==> config.mk <==
export PLATFORM = sky130hd
export DESIGN_NAME = conv_stream_host
export DESIGN_NICKNAME = d
export VERILOG_FILES = /design/src/rtl/conv_host_pkg.sv /design/src/rtl/conv_host_xfetch.sv /design/src/rtl/sp_mem.sv /design/src/rtl/conv_stream_host.sv
export SDC_FILE = /design/constraint.sdc
export NUM_CORES = 2
export LEC_CHECK = 0
export BUFFER_PORTS_ARGS = -buffer_cell sky130_fd_sc_hd__buf_2
export CAP_MARGIN = 20
export CORE_ASPECT_RATIO = 1.2
export CORE_MARGIN = 3
export CORE_UTILIZATION = 40
export DETAILED_ROUTE_END_ITERATION = 7
export GPL_TIMING_DRIVEN = 1
export RECOVER_POWER = 50
export SLEW_MARGIN = 20
export SYNTH_ARGS = -nofsm -noshare
export SYNTH_HDL_FRONTEND = slang
export SYNTH_SLANG_ARGS = --single-unit
==> constraint.sdc <==
create_clock -name clk -period 10.96 [get_ports clk]
set_clock_uncertainty 0.2 [all_clocks]
set_input_delay 2.192 -clock clk [delete_from_list [all_inputs] [get_ports clk]]
set_output_delay 2.192 -clock clk [all_outputs]
set_load 0.1 [all_outputs]
==> src/rtl/conv_host_pkg.sv <==
// Shared types and sizing helpers for the convolution stream host.
package conv_host_pkg;

  typedef enum logic [1:0] {
    StIdle,
    StRun,
    StDone
  } state_e;

  function automatic int unsigned y_len(input int unsigned size_x, input int unsigned size_f);
    return size_x - size_f + 1;
  endfunction

  // Width of a counter that must be able to hold the value n itself.
  function automatic int unsigned cnt_w(input int unsigned n);
    return $clog2(n + 1);
  endfunction

  function automatic int unsigned addr_w(input int unsigned n);
    return (n > 1) ? $clog2(n) : 1;
  endfunction

endpackage

==> src/rtl/conv_host_xfetch.sv <==
// Sample fetcher: walks the X buffer, absorbs the read latency and keeps a 2-entry skid
// so beats leave on back-to-back cycles while honouring x_ready.
module conv_host_xfetch import conv_host_pkg::*; #(
  parameter int unsigned T      = 16,
  parameter int unsigned SIZE_X = 112,
  localparam int unsigned LOGX  = $clog2(SIZE_X),
  localparam int unsigned CW    = cnt_w(SIZE_X)
) (
  input  logic                clk,
  input  logic                reset,
  input  logic                clear,
  input  logic                run,
  output logic [LOGX-1:0]     fetch_addr,
  input  logic [T-1:0]        mem_rdata,
  output logic signed [T-1:0] x_data,
  output logic                x_valid,
  input  logic                x_ready
);

  logic [CW-1:0] ptr_q, ptr_d;
  logic          inflight_q, inflight_d;
  logic [1:0]    cnt_q, cnt_d;
  logic [T-1:0]  skid_q [2];
  logic [T-1:0]  skid_d [2];
  logic          pop, pop_skid, push, issue;
  logic [1:0]    occ;

  assign fetch_addr = ptr_q[LOGX-1:0];

  always_comb begin
    x_valid    = (cnt_q != 2'd0) || inflight_q;
    x_data     = '0;
    // Skid head has priority; an empty skid passes the memory word straight through.
    if (cnt_q != 2'd0) begin
      x_data = skid_q[0];
    end else if (inflight_q) begin
      x_data = mem_rdata;
    end
    pop        = x_valid && x_ready;
    pop_skid   = pop && (cnt_q != 2'd0);
    push       = inflight_q && !(pop && (cnt_q == 2'd0));
    // Only issue a read if its data is guaranteed a slot when it lands.
    occ        = cnt_q + {1'b0, inflight_q} - {1'b0, pop};
    issue      = run && (ptr_q != CW'(SIZE_X)) && (occ < 2'd2);

    skid_d     = skid_q;
    cnt_d      = cnt_q;
    if (pop_skid) begin
      skid_d[0] = skid_q[1];
      cnt_d     = cnt_q - 2'd1;
    end
    if (push) begin
      if (cnt_d == 2'd0) begin
        skid_d[0] = mem_rdata;
      end else begin
        skid_d[1] = mem_rdata;
      end
      cnt_d = cnt_d + 2'd1;
    end

    inflight_d = issue;
    ptr_d      = issue ? ptr_q + CW'(1) : ptr_q;
    if (clear) begin
      cnt_d      = '0;
      inflight_d = 1'b0;
      ptr_d      = '0;
    end
  end

  always_ff @(posedge clk) begin
    if (!reset) begin
      ptr_q      <= '0;
      inflight_q <= 1'b0;
      cnt_q      <= '0;
    end else begin
      ptr_q      <= ptr_d;
      inflight_q <= inflight_d;
      cnt_q      <= cnt_d;
    end
  end

  always_ff @(posedge clk) begin
    skid_q <= skid_d;
  end

endmodule

==> src/rtl/sp_mem.sv <==
// Single-port synchronous memory with a registered read port (1-cycle latency).
module sp_mem #(
  parameter int unsigned WIDTH = 16,
  parameter int unsigned SIZE  = 16,
  localparam int unsigned AW   = $clog2(SIZE)
) (
  input  logic             clk,
  input  logic             reset,
  input  logic             we,
  input  logic [AW-1:0]    addr,
  input  logic [WIDTH-1:0] wdata,
  output logic [WIDTH-1:0] rdata
);

  logic [WIDTH-1:0] mem [SIZE];

  // Contents survive reset; only the read register is cleared.
  always_ff @(posedge clk) begin
    if (reset && we) begin
      mem[addr] <= wdata;
    end
  end

  always_ff @(posedge clk) begin
    if (!reset) begin
      rdata <= '0;
    end else begin
      rdata <= mem[addr];
    end
  end

endmodule

==> src/rtl/conv_stream_host.sv <==
// Host-side initiator for the convolution engine stream port.
// Optional Y_CHECKSUM_EN adds a running modulo-2^T sum of accepted results on y_sum.
module conv_stream_host import conv_host_pkg::*; #(
  parameter int unsigned T       = 16,
  parameter int unsigned SIZE_X  = 112,
  parameter int unsigned SIZE_F  = 49,
  localparam int unsigned SIZE_Y = y_len(SIZE_X, SIZE_F),
  localparam int unsigned LOGX   = $clog2(SIZE_X),
  localparam int unsigned LOGY   = $clog2(SIZE_Y)
) (
  input  logic                clk,
  input  logic                reset,
  input  logic                ld_we,
  input  logic [LOGX-1:0]     ld_addr,
  input  logic [T-1:0]        ld_data,
  input  logic                start,
  output logic                busy,
  output logic                done,
  output logic signed [T-1:0] x_data,
  output logic                x_valid,
  input  logic                x_ready,
  input  logic signed [T-1:0] y_data,
  input  logic                y_valid,
  output logic                y_ready,
`ifdef Y_CHECKSUM_EN
  output logic [T-1:0]        y_sum,
`endif
  input  logic [LOGY-1:0]     rd_addr,
  output logic [T-1:0]        rd_data
);

  localparam int unsigned XCW = cnt_w(SIZE_X);
  localparam int unsigned YCW = cnt_w(SIZE_Y);

  state_e          state_q, state_d;
  logic [XCW-1:0]  x_cnt_q;
  logic [YCW-1:0]  y_cnt_q;
  logic            run, go, x_end, y_end, x_fire, y_fire;
  logic [LOGX-1:0] fetch_addr, xmem_addr;
  logic [T-1:0]    xmem_rdata;
  logic [LOGY-1:0] ymem_addr;

  assign run    = (state_q == StRun);
  assign go     = start && !run;
  assign x_end  = (x_cnt_q == XCW'(SIZE_X));
  assign y_end  = (y_cnt_q == YCW'(SIZE_Y));
  assign x_fire = x_valid && x_ready;
  assign y_fire = y_valid && y_ready;

  always_comb begin
    state_d = state_q;
    busy    = 1'b0;
    done    = 1'b0;
    y_ready = 1'b0;
    unique case (state_q)
      StIdle: begin
        if (start) state_d = StRun;
      end
      StRun: begin
        busy    = 1'b1;
        y_ready = !y_end;
        if (x_end && y_end) state_d = StDone;
      end
      StDone: begin
        done = 1'b1;
        if (start) state_d = StRun;
      end
      default: state_d = StIdle;
    endcase
  end

  always_ff @(posedge clk) begin
    if (!reset) begin
      state_q <= StIdle;
      x_cnt_q <= '0;
      y_cnt_q <= '0;
    end else begin
      state_q <= state_d;
      if (go) begin
        x_cnt_q <= '0;
        y_cnt_q <= '0;
      end else begin
        if (x_fire) x_cnt_q <= x_cnt_q + XCW'(1);
        if (y_fire) y_cnt_q <= y_cnt_q + YCW'(1);
      end
    end
  end

`ifdef Y_CHECKSUM_EN
  logic [T-1:0] y_sum_q;

  always_ff @(posedge clk) begin
    if (!reset) begin
      y_sum_q <= '0;
    end else if (go) begin
      y_sum_q <= '0;
    end else if (y_fire) begin
      y_sum_q <= y_sum_q + $unsigned(y_data);
    end
  end

  assign y_sum = y_sum_q;
`endif

  // The host owns both buffers outside a run; the datapath owns them during one.
  assign xmem_addr = run ? fetch_addr : ld_addr;
  assign ymem_addr = run ? y_cnt_q[LOGY-1:0] : rd_addr;

  sp_mem #(
    .WIDTH (T),
    .SIZE  (SIZE_X)
  ) u_xmem (
    .clk   (clk),
    .reset (reset),
    .we    (ld_we && !run),
    .addr  (xmem_addr),
    .wdata (ld_data),
    .rdata (xmem_rdata)
  );

  sp_mem #(
    .WIDTH (T),
    .SIZE  (SIZE_Y)
  ) u_ymem (
    .clk   (clk),
    .reset (reset),
    .we    (y_fire),
    .addr  (ymem_addr),
    .wdata ($unsigned(y_data)),
    .rdata (rd_data)
  );

  conv_host_xfetch #(
    .T      (T),
    .SIZE_X (SIZE_X)
  ) u_xfetch (
    .clk        (clk),
    .reset      (reset),
    .clear      (go),
    .run        (run),
    .fetch_addr (fetch_addr),
    .mem_rdata  (xmem_rdata),
    .x_data     (x_data),
    .x_valid    (x_valid),
    .x_ready    (x_ready)
  );

endmodule

After elaboration in Yosys (flattened, before gate mapping)
Memories as Yosys holds them, arrays and structs flattened. A register that Yosys moved wholly into a read port is not among the register bits. Cells that the tools add are included.

Flip-flop bits (word level): 58. Bits in writable memories: 2816. Input port bits: 51. Output and inout port bits: 36. Logic and storage cells: 73. Memories kept: 2.

Add/sub/neg operators: 7. Magnitude comparators: 1. Eq/ne operators: 7. Multiplexer cells: 20. Bitwise gates (word level): 2. Reductions and logical operators: 26.

Memories: u_xmem.mem (depth 112, width 16, rd ports 1, clocked after Yosys merged registers in 1, wr ports 1, line sp_mem.sv:15) `logic [WIDTH-1:0] mem [SIZE];`; u_ymem.mem (depth 64, width 16, rd ports 1, clocked after Yosys merged registers in 1, wr ports 1, line sp_mem.sv:15).

Operators with widths (count): $mux 16 (5); $mux 32 (1); $add 7x1->7 const B (3); $eq 7x7->1 const B (2); $logic_and 1x1->1 (12); $mux 2 (4); $mux 1 (7); $mux 7 (1); $ne 7x7->1 const B (1); $logic_not 2->1 (3); $mux 6 (1); $logic_not 1->1 (5); $ne 2x1->1 const B (2); $pmux 2 s2 (1); $reduce_and 2->1 (2); $reduce_or 2->1 (2); $add 2x1->2 (1); $add 2x1->2 const B (1); $eq 2x1->1 const B (1); $eq 2x2->1 const B (1); $lt 2x2->1 const B (1); $not 1->1 (2); $reduce_bool 2->1 (1); $sub 2x1->2 (1); 2 further kinds (2).

Longest topological paths before layout
Word-level depth: 8. Mapped depth: 14. Mapped depth without buffers: 12.

By module
From an unflattened synthesis, not the netlist that was laid out.

Cell total of the unflattened synthesis: 6710. Area total of the unflattened synthesis: 112569.2 um2.

Modules (own cells, without submodules): sp_mem (u_xmem) (times used 1, cells an instance 4078, area each 69466.6 um2, seq. area each 54131.9 um2); sp_mem (u_ymem) (times used 1, cells an instance 2299, area each 40047.2 um2, seq. area each 31069.8 um2); conv_host_xfetch (times used 1, cells an instance 218, area each 2033.2 um2, seq. area each 1001.0 um2); conv_stream_host (times used 1, cells an instance 115, area each 1022.2 um2, seq. area each 320.3 um2).

Worst setup path before layout
No wires, ideal clock.

Kind: flip-flop to output port. From: reg u_xfetch.cnt_q[0]. To: out x_data[10]. Arrival time: 3066 ps. Data required time: 8568 ps. Setup slack: 5502 ps. Stages on the path, launching flop included: 6. Cell sequence: dfxtp_1 > inv_1 > ha_1 > clkbuf_1 > clkbuf_1 > o21ai_0.

Cells in the longest elaborated chain, start to end: 2.

Ends and longest elaborated chain: start, declared (line conv_host_xfetch.sv:22) `logic [1:0] cnt_q, cnt_d;`; start signal, assigned (line conv_host_xfetch.sv:78) `cnt_q <= cnt_d;`; $reduce_bool 2->1 (line conv_host_xfetch.sv:34) `if (cnt_q != 2'd0) begin`; $mux 16 (line conv_host_xfetch.sv:34); end, declared (line conv_stream_host.sv:19) `output logic signed [T-1:0] x_data,`.

Every way passes these cells.

Final worst setup path
From: in reset. To: mem u_xmem.mem[90][7] (enable).

Cells in the longest elaborated chain, start to end: 3.

Ends and longest elaborated chain: start, declared (line conv_stream_host.sv:12) `input logic reset,`; $logic_and 1x1->1 (line sp_mem.sv:19) `if (reset && we) begin`; $mux 1 (line sp_mem.sv:19); $mux 1 (not written as such) (line sp_mem.sv:20) `mem[addr] <= wdata;`; end, declared (line sp_mem.sv:15).

Every way passes these cells.

==> summary.txt <==
Global routing
  • GRT Overall Usage: 21.4%
  • Pin count of the biggest net entering global routing: 115
  • Initial antenna violation count: 25
  • Global-route wire length before repair: 444000 um
  • Vias in the first global route: 60400
  • GRT overflow: 0

STA
  • Fin Hold WS: 0.288 ns
  • RSZ-0062 raised after global routing: no
  • Worst-margin pin slew: 4.45 ns
  • Min Clock Period, post-route: 7.34 ns
  • Final setup fails: 0
  • Max Slew Vio Count: 2900
  • Normalized max-slew margin: -196%
  • Setup TNS: 0 ns
  • F_max: 136 MHz
  • Fin crit share: 67.0%
  • Final hold viol count: 0

Synthesis
  • Compound-Gate Fraction of Synth Area: 8.68%
  • Post-synth EDFFs: 2832
  • Post-synthesis simple-gate area fraction: 4.18%
  • Sequential area share after synthesis: 78.2%
  • Yosys cell types: 64
  • Post-Synth Adder-Cell Area: 0.102%
  • Top post-synthesis cells by area: edfxtp_1 (77%), mux2i_1 (6.7%), a22oi_1 (2.7%)
  • Syn Inst Count: 6658
  • Mean Syn Cell Area: 16.6 um^2
  • Synth async-reset ratio: 0%
  • Synth top area share: 76.9%
  • Most frequent cell after synthesis: edfxtp_1
  • Cell taking the most area after synthesis: edfxtp_1
  • Flops & latches, synth: 2906
  • Largest family of logic cells by synthesized area: compound AO/OA/AOI/OAI gates
  • Synth cell count leaders: edfxtp_1 (2832), mux2i_1 (742), nand2_1 (609)
  • Ys flop type: edfxtp_1
  • Mux cell area share after synthesis: 6.75%
  • Syn_nets: 6718
  • Post-Syn Area: 111000 um^2
  • Synthesis Warnings: 0
  • Post-synthesis xor/xnor area fraction: 0.135%

Routing
  • Starting DRT DRC Count: 7450
  • Via density: 5.82
  • ANT nets after route: 0
  • Wirelength per Cell: 29.1 um
  • DRC viols: 0
  • Vias after detailed routing: 62500
  • Initial DRT Pass Iterations: 6
  • DRT Wirelength: 312000 um

Power and ir drop
  • Net Sw Frac: 22.9%
  • Worst vdd ir: 0.121 mV
  • Clk network pwr share: 39.6%
  • Combinational power share: 7.1%
  • Tot Pwr: 23.1 mW
  • Net Switching: 5.28 mW
  • Seq pwr share: 53.4%
  • Pint: 17.8 mW
  • Leakage: 41.2 nW
  • Power per cell area: 185 nW/um^2

Cells and area
  • Fin area: 125000 um^2
  • Nets: 6986
  • Ratio of cells with drive above 1 in the final layout: 10.6%
  • Syn-to-layout area delta: 12.8%
  • Fillers: 23400

Setup path
  • Worst path required time: 11.30 ns
  • Startpoint types: primary input
  • Setup CP Type: in -> reg
  • Setup crit end kind: register
  • Largest fanout on the critical path: 21
  • CP Cell Sequence: buf_2 -> clkbuf_1 -> nand3_1 -> nor2_1 -> nand2_1 -> buf_4 -> nor2_1 -> buf_4
  • CP bufs+invs: 4
  • CP peak stage delay: 1.77 ns
  • CP top delay family: simple AND/OR/NAND/NOR gates
  • Slowest cell on crit path: clkbuf_1
  • CP arrival: 7.68 ns

Placement
  • Port bufs: 86
  • DP Wirelength: 177000 um
  • GP Congestion: 0.850
  • Dpl cell area: 116000 um^2

Floorplan
  • CORE AREA: 274000 um^2
  • Die W: 486 um
  • Initial Util: 40.4%
  • Chip height: 582 um
  • # rows: 210
  • Die Footprint: 283000 um^2
  • I/O pin cnt: 87

CTS
  • Max Buffers Root-to-Sink: 4
  • Hold_buf cts: 0
  • Total setup buffers inserted after CTS: 0
  • Root Buffer: clkbuf_16
  • Skew-Pair Late Insertion Delay: 0.84 ns
  • Post_cts resized: 0
  • Clk slew on worst S/H paths: 0.06 ns
  • Clock sinks: 2906
  • CTS tree: yes
  • H-tree depth: 5
  • CTS Buf Count: 278

Run
  • Max_cap viols: 50

Run status
  • Status: complete, but fails checks
  • Failing checks: max-capacitance violations, max-slew violations

Hold path
  • Tightest Hold Check Type: reg -> reg
-- layout make-up --
| class | count | area (um^2) | share of cell area (%) |
|---|---|---|---|
| well taps | 3604 | 4510 | 3.62 |
| diodes | 12 | 30.0 | 0.0241 |
| clock buffers | 361 | 7470 | 5.99 |
| inverters | 35 | 131 | 0.105 |
| clock inverters | 117 | 991 | 0.794 |
| multi-input cells | 3309 | 22300 | 17.9 |
| flip-flops and latches | 2906 | 86500 | 69.4 |
| repair buffers | 396 | 2800 | 2.24 |
-- worst min-delay path: cells and delay by family, from the launching register on --
| family | cells | cell delay, ns |
|---|---|---|
| DFF | 1 | 0.31 |
| AOI/OAI and AO/OA | 2 | 0.13 |
-- registers in the layout (all words and copies together) (netlist names) --
| name | flops |
|---|---|
| state_q | 2 |
| u_xfetch.cnt_q | 2 |
| u_xfetch.fetch_addr | 7 |
| u_xfetch.inflight_q | 1 |
| u_xfetch.skid_q | 32 |
| u_xmem.mem | 1792 |
| u_xmem.rdata | 16 |
| u_ymem.mem | 1024 |
| u_ymem.rdata | 16 |
| x_cnt_q | 7 |
| y_cnt_q | 7 |
-- metal layers --
| metal | GRT usage, % | vias up | routed length [um] |
|---|---|---|---|
| li1 | - | 27000 | - |
| met2 | 34.4 | 2880 | 148000 |
| met3 | 4.36 | 533 | 28800 |
| met1 | 29.1 | 32100 | 124000 |
| met4 | 7.24 | 16 | 10800 |
| met5 | 0 | - | 90 |
-- placed cells by master (no fill, tap or decap), types with 235 or more instances in the layout --
master and instances:
a21oi_1 235, a22oi_1 393, buf_4 257, clkbuf_16 282, edfxtp_1 2832, mux2i_1 738, nand2_1 608, nor2_1 249
o21ai_0 235, o22ai_1 366
-- cells by family after synthesis --
family / count (synthesis)
AOI/OAI and AO/OA: 1455
and+or+nand+nor: 1083
DFF: 2906
xor gates and xnor gates: 17
muxes: 745
adders and majority gates: 9
buffers and inverters: 443
-- final timing paths --
path                                 start                 to  slack, ns  depth (start not counted)
worst min-delay path            y_cnt_q[6]         y_cnt_q[6]       0.29                          2
worst max-delay path                 reset  u_xmem.mem[90][7]       3.62                          8
worst min register to register  y_cnt_q[6]         y_cnt_q[6]       0.29                          2
worst max register to register  state_q[1]    u_xmem.rdata[6]       5.05                         11
-- power by group through the flow --
| stage | clock [mW] | sequential (mW) | combinational, mW |
|---|---|---|---|
| final | 9.13 | 12.3 | 1.63 |
| after global routing | 9.70 | 12.3 | 1.72 |
| after CTS | 9.26 | 12.3 | 1.63 |
| after detailed placement | 0 | 12.5 | 1.63 |
| after global placement | 0 | 12.5 | 1.61 |
| after floorplan | 0 | 12.5 | 0.899 |
-- metrics by stage --
step / util [%] / worst slack [ns] / instances
2_1_floorplan: - / 5.50 / 6658
5_1_grt: 45.6 / 3.64 / 10700
6_report: 45.6 / 3.62 / 10700
4_1_cts: 45.6 / 5.08 / 10700
3_3_place_gp: 42.5 / 4.26 / 10200
3_5_place_dp: 42.5 / 4.28 / 10300
Power figures use the tool's default switching activity.
